==> src/rtl/sigmoid_pkg.sv <==
// Shared types and Q16 constants for the sigmoid arbiter slice.
// The optional grant counters are enabled with SIGMOID_ARB_STATS_EN.
package sigmoid_pkg;

    localparam int DATA_W = 32;

    typedef logic signed [DATA_W-1:0] data_t;

    localparam int Q16_ONE  = 65536;
    localparam int Q16_HALF = 32768;
    localparam int SIG_SAT  = 4096;

endpackage

==> src/rtl/sigmoid_arbiter_approx.sv <==
// Piecewise-linear sigmoid: saturates outside +/-SIG_SAT, otherwise x/4 + 0.5.
module sigmoid_approx
    import sigmoid_pkg::*;
#(
    parameter int DATA_WIDTH = 32,
    parameter int FRAC_WIDTH = 16
) (
    input  logic signed [DATA_WIDTH-1:0] x,
    output logic signed [DATA_WIDTH-1:0] y
);

    // Q16 constants rescaled to the configured fraction width
    localparam logic signed [DATA_WIDTH-1:0] ONE_V  = DATA_WIDTH'(Q16_ONE  >>> (16 - FRAC_WIDTH));
    localparam logic signed [DATA_WIDTH-1:0] HALF_V = DATA_WIDTH'(Q16_HALF >>> (16 - FRAC_WIDTH));
    localparam logic signed [DATA_WIDTH-1:0] SAT_P  = DATA_WIDTH'(SIG_SAT);
    localparam logic signed [DATA_WIDTH-1:0] SAT_N  = -SAT_P;

    // Three-segment approximation
    always_comb begin
        if (x >= SAT_P) begin
            y = ONE_V;
        end else if (x <= SAT_N) begin
            y = '0;
        end else begin
            y = (x >>> 2) + HALF_V;
        end
    end

endmodule

==> src/rtl/sigmoid_arbiter_rr.sv <==
// Round-robin arbiter: searches upward from rr_ptr with wrap-around and
// returns a one-hot grant plus its index; the pointer moves past each winner.
module rr_arbiter
    import sigmoid_pkg::*;
#(
    parameter int N_REQ = 4,
    parameter int ID_W  = $clog2(N_REQ)
) (
    input  logic             clk,
    input  logic             rst_n,
    input  logic [N_REQ-1:0] req,
    input  logic             en,
    output logic [N_REQ-1:0] grant,
    output logic [ID_W-1:0]  grant_id,
    output logic             any_grant
);

    logic [ID_W-1:0] rr_ptr_r;
    logic            found_s;
    int              idx_s;

    // Priority search starting at rr_ptr
    always_comb begin
        found_s  = 1'b0;
        grant_id = '0;
        idx_s    = 0;
        for (int k = 0; k < N_REQ; k++) begin
            idx_s = int'(rr_ptr_r) + k;
            if (idx_s >= N_REQ) begin
                idx_s = idx_s - N_REQ;
            end else begin
                idx_s = idx_s;
            end
            if (!found_s && req[idx_s]) begin
                found_s  = 1'b1;
                grant_id = ID_W'(idx_s);
            end else begin
                found_s  = found_s;
            end
        end
    end

    // Grant is only issued when the pipeline can take the operand
    always_comb begin
        grant           = '0;
        any_grant       = en & found_s;
        grant[grant_id] = en & found_s;
    end

    // Pointer advances past the winner on every fire
    always_ff @(posedge clk or negedge rst_n) begin
        if (!rst_n) begin
            rr_ptr_r <= '0;
        end else if (any_grant) begin
            rr_ptr_r <= (grant_id == ID_W'(N_REQ - 1)) ? '0 : grant_id + ID_W'(1);
        end else begin
            rr_ptr_r <= rr_ptr_r;
        end
    end

endmodule

==> src/rtl/sigmoid_arbiter.sv <==
// N_REQ requesters share one sigmoid datapath through a 2-stage pipeline.
// Define SIGMOID_ARB_STATS_EN to build saturating per-requester grant counters.
module sigmoid_arbiter
    import sigmoid_pkg::*;
#(
    parameter int N_REQ      = 4,
    parameter int DATA_WIDTH = 32,
    parameter int FRAC_WIDTH = 16,
    parameter int CNT_W      = 16,
    localparam int ID_W      = $clog2(N_REQ)
) (
    input  logic                        clk,
    input  logic                        rst_n,
    input  logic [N_REQ-1:0]            req_valid,
    input  logic [N_REQ*DATA_WIDTH-1:0] req_x,
    output logic [N_REQ-1:0]            req_ready,
    output logic                        out_valid,
    input  logic                        out_ready,
    output logic [DATA_WIDTH-1:0]       out_y,
    output logic [ID_W-1:0]             out_id,
    output logic                        idle,
    input  logic                        stats_clr,
    output logic [N_REQ*CNT_W-1:0]      grant_cnt
);

    logic                         a_valid_r, b_valid_r;
    logic signed [DATA_WIDTH-1:0] a_x_r, b_y_r, sel_x_s, sig_y_s;
    logic [ID_W-1:0]              a_id_r, b_id_r, grant_id_s;
    logic [N_REQ-1:0]             grant_s;
    logic                         any_grant_s, a_adv_s, b_adv_s;

    assign b_adv_s = !b_valid_r | out_ready;
    assign a_adv_s = !a_valid_r | b_adv_s;

    // rst_n gates the enable so nothing is offered while reset is held
    rr_arbiter #(.N_REQ(N_REQ), .ID_W(ID_W)) u_rr (
        .clk       (clk),
        .rst_n     (rst_n),
        .req       (req_valid),
        .en        (a_adv_s & rst_n),
        .grant     (grant_s),
        .grant_id  (grant_id_s),
        .any_grant (any_grant_s)
    );

    assign req_ready = grant_s;
    assign sel_x_s   = req_x[int'(grant_id_s)*DATA_WIDTH +: DATA_WIDTH];

    sigmoid_approx #(.DATA_WIDTH(DATA_WIDTH), .FRAC_WIDTH(FRAC_WIDTH)) u_sig (
        .x (a_x_r),
        .y (sig_y_s)
    );

    // Stage A: operand register
    always_ff @(posedge clk or negedge rst_n) begin
        if (!rst_n) begin
            a_valid_r <= 1'b0;
            a_x_r     <= '0;
            a_id_r    <= '0;
        end else if (a_adv_s) begin
            a_valid_r <= any_grant_s;
            a_x_r     <= sel_x_s;
            a_id_r    <= grant_id_s;
        end else begin
            a_valid_r <= a_valid_r;
        end
    end

    // Stage B: result register, holds while the consumer stalls
    always_ff @(posedge clk or negedge rst_n) begin
        if (!rst_n) begin
            b_valid_r <= 1'b0;
            b_y_r     <= '0;
            b_id_r    <= '0;
        end else if (b_adv_s) begin
            b_valid_r <= a_valid_r;
            b_y_r     <= sig_y_s;
            b_id_r    <= a_id_r;
        end else begin
            b_valid_r <= b_valid_r;
        end
    end

    assign out_valid = b_valid_r;
    assign out_y     = b_y_r;
    assign out_id    = b_id_r;
    assign idle      = !a_valid_r & !b_valid_r & !(|req_valid);

`ifdef SIGMOID_ARB_STATS_EN
    logic [CNT_W-1:0] cnt_r [N_REQ];

    for (genvar i = 0; i < N_REQ; i++) begin : g_cnt
        // Saturating grant counter; clear wins over increment
        always_ff @(posedge clk or negedge rst_n) begin
            if (!rst_n) begin
                cnt_r[i] <= '0;
            end else if (stats_clr) begin
                cnt_r[i] <= '0;
            end else if (grant_s[i] && (cnt_r[i] != {CNT_W{1'b1}})) begin
                cnt_r[i] <= cnt_r[i] + CNT_W'(1);
            end else begin
                cnt_r[i] <= cnt_r[i];
            end
        end
        assign grant_cnt[i*CNT_W +: CNT_W] = cnt_r[i];
    end
`else
    logic unused_stats_clr;
    assign unused_stats_clr = stats_clr;
    assign grant_cnt        = '0;
`endif

endmodule

==> config.mk <==
export PLATFORM = sky130hd
export DESIGN_NAME = sigmoid_arbiter
export DESIGN_NICKNAME = d
export VERILOG_FILES = /design/src/rtl/sigmoid_pkg.sv /design/src/rtl/sigmoid_arbiter_approx.sv /design/src/rtl/sigmoid_arbiter_rr.sv /design/src/rtl/sigmoid_arbiter.sv
export SDC_FILE = /design/constraint.sdc
export NUM_CORES = 1
export LEC_CHECK = 0
export BUFFER_PORTS_ARGS = -buffer_cell sky130_fd_sc_hd__buf_2
export CAP_MARGIN = 20
export CORE_MARGIN = 10
export CORE_UTILIZATION = 45
export CTS_CLUSTER_SIZE = 24
export DETAILED_ROUTE_END_ITERATION = 8
export PLACE_DENSITY = 0.91
export SETUP_SLACK_MARGIN = 0.2
export SLEW_MARGIN = 5
export SYNTH_ARGS = -nofsm -noshare
export SYNTH_HDL_FRONTEND = slang
export SYNTH_SLANG_ARGS = --single-unit
==> constraint.sdc <==
create_clock -name clk -period 2.4 [get_ports clk]
set_clock_uncertainty 0.05 [all_clocks]
set_input_delay 0.24 -clock clk [delete_from_list [all_inputs] [get_ports clk]]
set_output_delay 0.24 -clock clk [all_outputs]
set_load 0.005 [all_outputs]
==> results.md, run 1 <==
- Status: complete, no violations
- Yosys reg bits: 71
- Max FO, Critical Path: 3
- Reg area: 1780 um2
- CP most frequent cell: buf_6
- Worst Path Arrival: 1.95 ns
- Worst path buffer plus inverter count: 2
- Minimum clock period: 2.24 ns
- Dpl cells: 766
- Final ANT Viol Nets: 0
- Vias in the first global route: 4696
- Gr busiest metal: met2
- Die height: 119 um
- Clk root buf: clkbuf_8
- # setup viols final: 0
- CTS buffer count: 9
- Tightest Hold Check Type: primary input to async pin
- Post-synthesis sequential area ratio: 0.406
- Core area: 9370 um2
- Insertion delay to the later sink of the worst-skew pair: 0.35 ns
- DR iter-0 viols: 420
- Fin. Hold Viols: 0
- Cell internal pwr: 0.00306 W
- Synthesis-to-finish area growth: 27.1%
- DR DRC count: 0
- Crit path from: u_rr.rr_ptr_r[0]
- Ports: 240
- Fin crit share: 0.935
- Crit. End Element: output pin
- Ys Warns: 0
- Clock Path Buffers: 2
- Setup TNS: 0 ns
- Post-synth EDFFs: 0
- Multi-input gate area: 2320 um2
- Max Cap Viol: 0
- Fmax achieved: 445 MHz
- Largest net degree at the start of global routing: 72
- Clock slew at reported path FFs: 0.07 ns
- Pleak: 2.85 nW
- Worst vdd ir: 0.000678 V
- Sequential power share: 0.373
- Dominant synthesized flop cell: dfrtp_1
- Setup CP Type: flop to output pin
- Netlist Area Pre-Place: 4380 um2
- Max-slew violations: 0
- Clk pwr share: 0.183
- Cells after Synth: 475
- Combinational share of power: 0.443
- GRT met1 Usage: 0.239
- Worst EP required: 2.11 ns
- Number of I/O port buffers: 174
- GP Congestion: 0.892
- Pwr per Cell Area: 913 nW/um2
- FP Rows: 35
- Fraction of layout cells with a size suffix above 1: 0.377
- GR Layer Usage met2: 0.353
- Die X: 119 um
- Initial core utilization: 0.467
- Vias per cell: 5.47
- Critical path's slowest cell: or4_4
- Async set-or-reset flop fraction in the synthesized netlist: 1.00
- Clk sinks: 71
- Yosys cell types: 42
- Total GRT Usage: 0.207
- Switch share: 0.398
- Overflow after GRT: 0
- WL per Instance: 19.9 um
- Worst slew pin tran: 0.913 ns
- Switch Pwr: 0.00202 W
- PnR Total Power: 0.00508 W
- H-Tree Depth: 3
- Initial antenna violation count: 1
- Fin nets: 795
- CP Launch Type: flop
- CP top delay family: simple AND/OR/NAND/NOR gates
- Vias post-DR: 4305
- Dpl hpwl: 11.8 mm
- Clock tree from TritonCTS: built
- RSZ-0062 raised after global routing: true
- First-pass DRT Iterations: 5
- Routing usage on met3: 0.0695
- First-pass GRT wire length: 23.9 mm
- Syn Area/Cell: 9.22 um2
- FF-to-FF Start: u_rr.rr_ptr_r[1]
- Finished Layout Cells: 787
- Worst path cell trace: nor2b_2, or4_4, nand2_8, buf_6, ha_4, and2_4, buf_6
- Relative slew slack: 0.391
- Die Area: 14100 um2
- Fill cells: 836
- Total wire length: 15.7 mm
- Max incr delay on CP: 0.56 ns
==> state kept, by name, indices dropped and copies added, names as in the netlist <==
signal and count:
a_x_r 32, out_y 31, a_id_r 2, a_valid_r 1
out_id 2, u_rr.rr_ptr_r 2, out_valid 1
==> through the flow <==
stage	setup slack, ns	util	hold slack, ns	instance area (um2)
3_5_place_dp	0.0683	0.554	0.401	5190
4_1_cts	0.180	0.589	0.115	5520
5_1_grt	0.0470	0.593	0.140	5560
6_report	0.155	0.594	0.0608	5560
3_3_place_gp	0.190	0.554	0.394	5190
2_1_floorplan	0.243	-	-0.106	4620
==> power by group through the flow <==
stage,clock [W],combinational [W],sequential [W]
after detailed placement,0,0.00197,0.00190
after CTS,0.000947,0.00216,0.00189
after floorplan,0,0.00142,0.00179
after global routing,0.00100,0.00245,0.00195
after global placement,0,0.00188,0.00189
final,0.000932,0.00225,0.00190
==> path summary, 6_finish.rpt <==
check                              endpoint  slack, ns  depth (start not counted)
setup / recovery               req_ready[3]       0.16                          7
hold / removal                     out_y[8]       0.06                          2
setup reg to reg                  a_x_r[13]       0.21                          7
hold reg to reg                   out_y[29]       0.41                          2
max in group asynchronous  u_rr.rr_ptr_r[1]       1.57                          2
min in group clk                  a_valid_r       0.13                          3
==> cell usage after synthesis, types with 3 or more instances <==
library cell,instances,area share
dfrtp_1,71,0.41
buf_4,66,0.11
nor2_1,45,0.039
a211oi_1,39,0.067
nand2_1,37,0.032
clkbuf_1,22,0.019
o21ai_0,21,0.024
a21boi_0,20,0.034
mux2i_1,19,0.043
nor3_1,16,0.018
a21oi_1,15,0.017
a221o_1,14,0.032
nand3_1,14,0.016
and2_1,12,0.017
mux2_2,9,0.023
nor4_1,8,0.011
ha_1,5,0.014
mux2_4,5,0.017
nand4_1,5,0.0071
inv_1,3,0.0026
==> metal layers <==
metal	part of all wire	wire, um
met1	0.40	6220
met4	0.023	365
met5	0	0
met2	0.49	7640
met3	0.092	1440
==> cell type report <==
type                            count  area share
Antenna cell                        1    0.000450
Clock buffer                       10      0.0247
Clock inverter                      4     0.00855
Inverter                            4     0.00562
Multi-Input combinational cell    370       0.417
Sequential cell                    71       0.320
Tap cell                          129      0.0290
Timing Repair Buffer              197       0.193
Timing Repair inverter              1     0.00157
==> kinds of logic (layout without fill, tap and decap cells) <==
logic type	after synthesis	in the layout	share of synthesized area
other	1	65	0.000856
AO/OA/AOI/OAI	118	118	0.190
AND/OR/NAND/NOR	149	149	0.161
XOR/XNOR	1	1	0.00200
flip-flops	71	71	0.406
multiplexers	33	33	0.0837
buffers and inverters	97	216	0.143
adder cells (fa/ha/maj)	5	5	0.0143
==> placed cells by master, fill, tap and decap left out, drive strengths merged, types with 15 or more instances in the layout <==
| master | Yosys | layout |
|---|---|---|
| buf | 71 | 197 |
| dfrtp | 71 | 71 |
| conb | 1 | 64 |
| nor2 | 45 | 45 |
| a211oi | 39 | 39 |
| nand2 | 38 | 38 |
| o21ai | 21 | 21 |
| a21boi | 20 | 20 |
| mux2i | 19 | 19 |
| nor3 | 16 | 16 |
| a21oi | 15 | 15 |
==> repair_timing <==
action / 4_1_cts / 5_1_grt
gates cloned: 1 / 0
buffers inserted: 5 / 0
resized for setup: 21 / 11
hold buffers: 0 / 0
endpoints found under the setup margin: 31 / 30
pin swaps: 3 / 1
Note: power is estimated with default switching activity, not from simulation.
==> inputs of run 2 (changes only) <==
- CTS_CLUSTER_SIZE: 24 -> 10
- GPL_TIMING_DRIVEN: unset -> 0
==> results.md, run 2 (synthesized netlist as in run 1, its figures left out) <==
- Core area: 9370 um2
- Dpl cells: 843
- Total wire length: 17.3 mm
- CP top delay family: simple AND/OR/NAND/NOR gates
- Dpl hpwl: 13.0 mm
- Cell internal pwr: 0.00391 W
- Violated checks: negative setup slack
- First-pass GRT wire length: 25.1 mm
- Clock slew at reported path FFs: 0.09 ns
- Relative slew slack: 0.532
- Met3 Routed Length: 1.80 mm
- DR iter-0 viols: 272
- Pwr per Cell Area: 934 nW/um2
- Setup CP Type: flop to output pin
- Switch Pwr: 0.00241 W
- Fin. Hold Viols: 0
- Critical path's slowest cell: or4_4
- FP Rows: 35
- Pleak: 3.49 nW
- Final Util: 0.723
- Max incr delay on CP: 0.51 ns
- Finished Layout Cells: 887
- Largest net degree at the start of global routing: 42
- Top Layer Used: met4
- Minimum clock period: 2.49 ns
- Overflow after GRT: 0
- Clock tree from TritonCTS: built
- Clk sinks: 71
- Clock Path Buffers: 2
- Worst Path Arrival: 2.20 ns
- Synthesis-to-finish area growth: 54.7%
- Max FO, Critical Path: 4
- Die X: 119 um
- Tightest Hold Check Type: primary input to flop
- Worst path buffer plus inverter count: 5
- Combinational share of power: 0.514
- Max-slew violations: 0
- Vias post-DR: 4550
- Max reg flops: 32
- Fraction of layout cells with a size suffix above 1: 0.485
- Crit. End Element: output pin
- Worst path cell trace: nor2b_2, or4_4, buf_6, nand2_8, inv_12, buf_12, clkbuf_16, ha_4, and2_4, buf_6
- Worst EP required: 2.11 ns
- Die Area: 14100 um2
- Fill cells: 743
- Fmax achieved: 401 MHz
- Hold WS: 0.149 ns
- Met2 WL post-DR: 8.46 mm
- Vias in the first global route: 4796
- # setup viols final: 7
- Final ANT Viol Nets: 0
- Register with the most flip-flops: a_x_r
- CTS buffer count: 9
- Clk pwr share: 0.188
- Ports: 240
- Vias per cell: 5.13
- DR DRC count: 0
- Most frequent cells in the layout: buf_2 (172), buf_4 (80), dfrtp_1 (71), conb_1 (64), nor2_1 (43)
- H-Tree Depth: 3
- Status: finished, violations left
- Initial antenna violation count: 1
- Final worst slack: -0.0918 ns
- Routed metal-1 wirelength: 6.60 mm
- RSZ-0062 raised after global routing: true
- CP Launch Type: flop
- CP most frequent cell: buf_6
- Number of I/O port buffers: 174
- WL per Instance: 19.4 um
- Worst vdd ir: 0.000559 V
- Fin crit share: 1.04
- First-pass DRT Iterations: 5
- Clk root buf: clkbuf_8
- Max Cap Viol: 0
- Worst slew pin tran: 0.697 ns
- Fin nets: 893
- PnR Total Power: 0.00633 W
- Initial core utilization: 0.467
- Switch share: 0.382
- Die height: 119 um
- GP Congestion: 0.894
- Sequential power share: 0.299
- Insertion delay to the later sink of the worst-skew pair: 0.36 ns
- Setup slack at placement: -0.290 ns
- Commonest non-fill, non-tap cell in the layout: buf_2
- Total GRT Usage: 0.221
## run 2: cell types whose count changed in the layout (fill, tap and decap cells not counted), sizes merged, moves of 2 or more
cell,delta
buf,+73
bufinv,+2
clkbuf,+24
clkinv,+2
## run 2: layer usage
| layer | global-route usage | up-vias |
|---|---|---|
| met5 | 0 | - |
| met4 | 0.0756 | 0 |
| met3 | 0.0871 | 29 |
| met2 | 0.372 | 253 |
| met1 | 0.248 | 2143 |
| li1 | - | 2125 |
## run 2: timing repair
item,4_1_cts,5_1_grt
gates resized for setup,81,54
setup buffers,9,11
hold buffers,2,0
pin swaps,30,32
endpoints found under the hold margin,31,0
endpoints found under the setup margin,38,42
cloned,0,5
## run 2: power groups by stage
stage,Sequential (W),Clock [W],Combinational [W]
after floorplan,0.00179,0,0.00142
after global placement,0.00189,0,0.00197
after detailed placement,0.00190,0,0.00204
after CTS,0.00187,0.00119,0.00256
after global routing,0.00193,0.00124,0.00345
final,0.00189,0.00119,0.00325
## run 2: stage by stage
| stage | instance area (um2) | TNS [ns] |
|---|---|---|
| 2_1_floorplan | 4620 | 0 |
| 3_3_place_gp | 5650 | -2.40 |
| 3_5_place_dp | 5680 | -2.76 |
| 4_1_cts | 6360 | -0.159 |
| 5_1_grt | 6770 | -0.525 |
| 6_report | 6770 | -0.308 |
## run 2: worst paths after layout
kind	start	end	slack (ns)	cells past startpoint
min in group asynchronous	rst_n	out_y[24]	0.36	3
min	req_x[93]	a_x_r[29]	0.15	3
min reg2reg	out_id[1]	out_id[1]	0.42	2
max in group asynchronous	rst_n	a_x_r[10]	1.71	3
max	u_rr.rr_ptr_r[0]	req_ready[0]	-0.09	10
max reg2reg	u_rr.rr_ptr_r[0]	a_x_r[24]	-0.04	11
## run 2: area by class of cell
type	count	area (um2)	share of cell area
multi-input combinational	370	2610	0.385
sequential	71	1780	0.262
timing repair buffer	203	1230	0.182
buffer	93	718	0.106
tap	129	161	0.0238
clock buffer	9	124	0.0183
clock inverter	7	121	0.0179
inverter	4	27.5	0.00406
antenna	1	2.50	0.000369
## run 2: worst min-delay path, delay by kind of cell
family          cells  cell delay, ns
compound gates      2            0.18
buf+inv             1            0.09
==> inputs of run 3 (changes only) <==
- SKIP_LAST_GASP: unset -> 1
==> results.md, run 3 (synthesized netlist as in run 1, its figures left out) <==
- Status: finished, violations left
- Violated checks: negative setup slack
- First-pass DRT Iterations: 6
- Die Area: 14100 um2
- WL per Instance: 19.0 um
- # setup viols final: 3
- Worst Path Arrival: 2.22 ns
- DR DRC count: 0
- CTS buffer count: 9
- Worst path buffer plus inverter count: 5
- Hold Path Depth: 3
- Commonest non-fill, non-tap cell in the layout: buf_2
- Clock slew at reported path FFs: 0.09 ns
- Vias per cell: 5.08
- Overflow after GRT: 0
- Synthesis-to-finish area growth: 47.1%
- Max incr delay on CP: 0.51 ns
- Max reg flops: 32
- Top Layer Used: met4
- Fin nets: 883
- First-pass GRT wire length: 24.7 mm
- Fmax achieved: 398 MHz
- Placed Area: 5680 um2
- RSZ-0062 raised after global routing: true
- Pleak: 3.37 nW
- Register with the most flip-flops: a_x_r
- Relative slew slack: 0.533
- Insertion delay to the later sink of the worst-skew pair: 0.36 ns
- GP Congestion: 0.894
- Clk root buf: clkbuf_8
- Max-slew violations: 0
- Met3 Routed Length: 1.71 mm
- Number of I/O port buffers: 174
- Ports: 240
- Vias post-DR: 4455
- Pwr per Cell Area: 905 nW/um2
- Worst vdd ir: 0.000567 V
- Worst EP required: 2.11 ns
- Design Area, Final: 6440 um2
- Total GRT Usage: 0.217
- Number of cells on the critical path: 10
- Clock Path Buffers: 2
- Fin. Hold Viols: 0
- Total wire length: 16.6 mm
- CP top delay family: simple AND/OR/NAND/NOR gates
- CP most frequent cell: buf_6
- Clock tree from TritonCTS: built
- Setup TNS: -0.237 ns
- Core area: 9370 um2
- Most frequent cells in the layout: buf_2 (172), buf_4 (77), dfrtp_1 (71), conb_1 (64), nor2_1 (43)
- Critical path's slowest cell: or4_4
- Tightest Hold Check Type: primary input to flop
- Final Util: 0.687
- Crit. End Element: output pin
- Initial core utilization: 0.467
- Die height: 119 um
- H-Tree Depth: 3
- Largest net degree at the start of global routing: 42
- Minimum clock period: 2.51 ns
- Dpl hpwl: 13.0 mm
- Initial antenna violation count: 1
- Worst R2R Path Depth: 9
- Final ANT Viol Nets: 0
- Routed metal-1 wirelength: 6.46 mm
- FP Rows: 35
- Die X: 119 um
- Final worst slack: -0.110 ns
- Max FO, Critical Path: 4
- Fin crit share: 1.05
- Setup CP Type: flop to output pin
- Worst path cell trace: nor2b_2, or4_4, buf_6, nand2_8, inv_12, buf_12, clkbuf_16, ha_4, and2_4, buf_6
- Vias in the first global route: 4706
- Worst slew pin tran: 0.696 ns
- Met2 WL post-DR: 8.25 mm
- Max Cap Viol: 0
- Clk sinks: 71
- Fraction of layout cells with a size suffix above 1: 0.447
- CP Launch Type: flop
- DR iter-0 viols: 228
run 3: stage by stage:
step	std cells	setup slack [ns]	power, W	hold slack [ns]
after CTS	870	-0.0825	0.00551	0.156
after global routing	877	-0.134	0.00611	0.177
final	877	-0.110	0.00583	0.161
after floorplan	538	0.243	0.00321	-0.106
after detailed placement	843	-0.290	0.00393	0.154
after global placement	841	-0.236	0.00386	0.398
run 3: timing repair:
item | CTS | global route
buffers inserted | 9 | 6
hold endpoints to repair | 31 | 0
setup endpoints to repair | 38 | 42
pin swaps | 5 | 11
gates resized for setup | 58 | 38
hold buffers | 2 | 0
cloned | 0 | 0
run 3: layer usage:
metal / vias up / GRT usage
met2: 236 / 0.374
met3: 17 / 0.0857
met5: - / 0
met4: 0 / 0.0573
li1: 2108 / -
met1: 2094 / 0.245
run 3: worst register-to-register path: stages, from the launching register on:
cell and delay, ns:
dfrtp_1 0.38, nor2b_2 0.06, or4_4 0.51, buf_6 0.15
nand2_8 0.07, inv_12 0.04, buf_12 0.11, buf_4 0.20
mux2_4 0.32, a221o_1 0.31
run 3: where the power goes:
group	leakage [nW]	switching [W]	internal, W	total (W)
clock network	0.123	0.000494	0.000694	0.00119
logic	2.36	0.00142	0.00134	0.00276
registers	0.892	0.000334	0.00155	0.00188
total	3.37	0.00225	0.00358	0.00583
run 3: final timing paths:
path	startpoint	endpoint	slack [ns]
worst max-delay path	u_rr.rr_ptr_r[0]	req_ready[0]	-0.11
min in group asynchronous	rst_n	out_y[24]	0.36
max in group asynchronous	rst_n	a_x_r[31]	1.71
worst min-delay path	req_x[53]	a_x_r[21]	0.16
worst max register to register	u_rr.rr_ptr_r[0]	a_x_r[24]	0.08
worst min register to register	out_y[29]	out_y[29]	0.42
run 3: cell type report:
type | instances | area (um2)
sequential | 71 | 1780
clock inverter | 7 | 121
multi-input combinational | 370 | 2450
buffer | 93 | 697
inverter | 4 | 30.0
antenna | 1 | 2.50
timing repair buffer | 193 | 1080
tap | 129 | 161
fill | 795 | 2930
clock buffer | 9 | 124
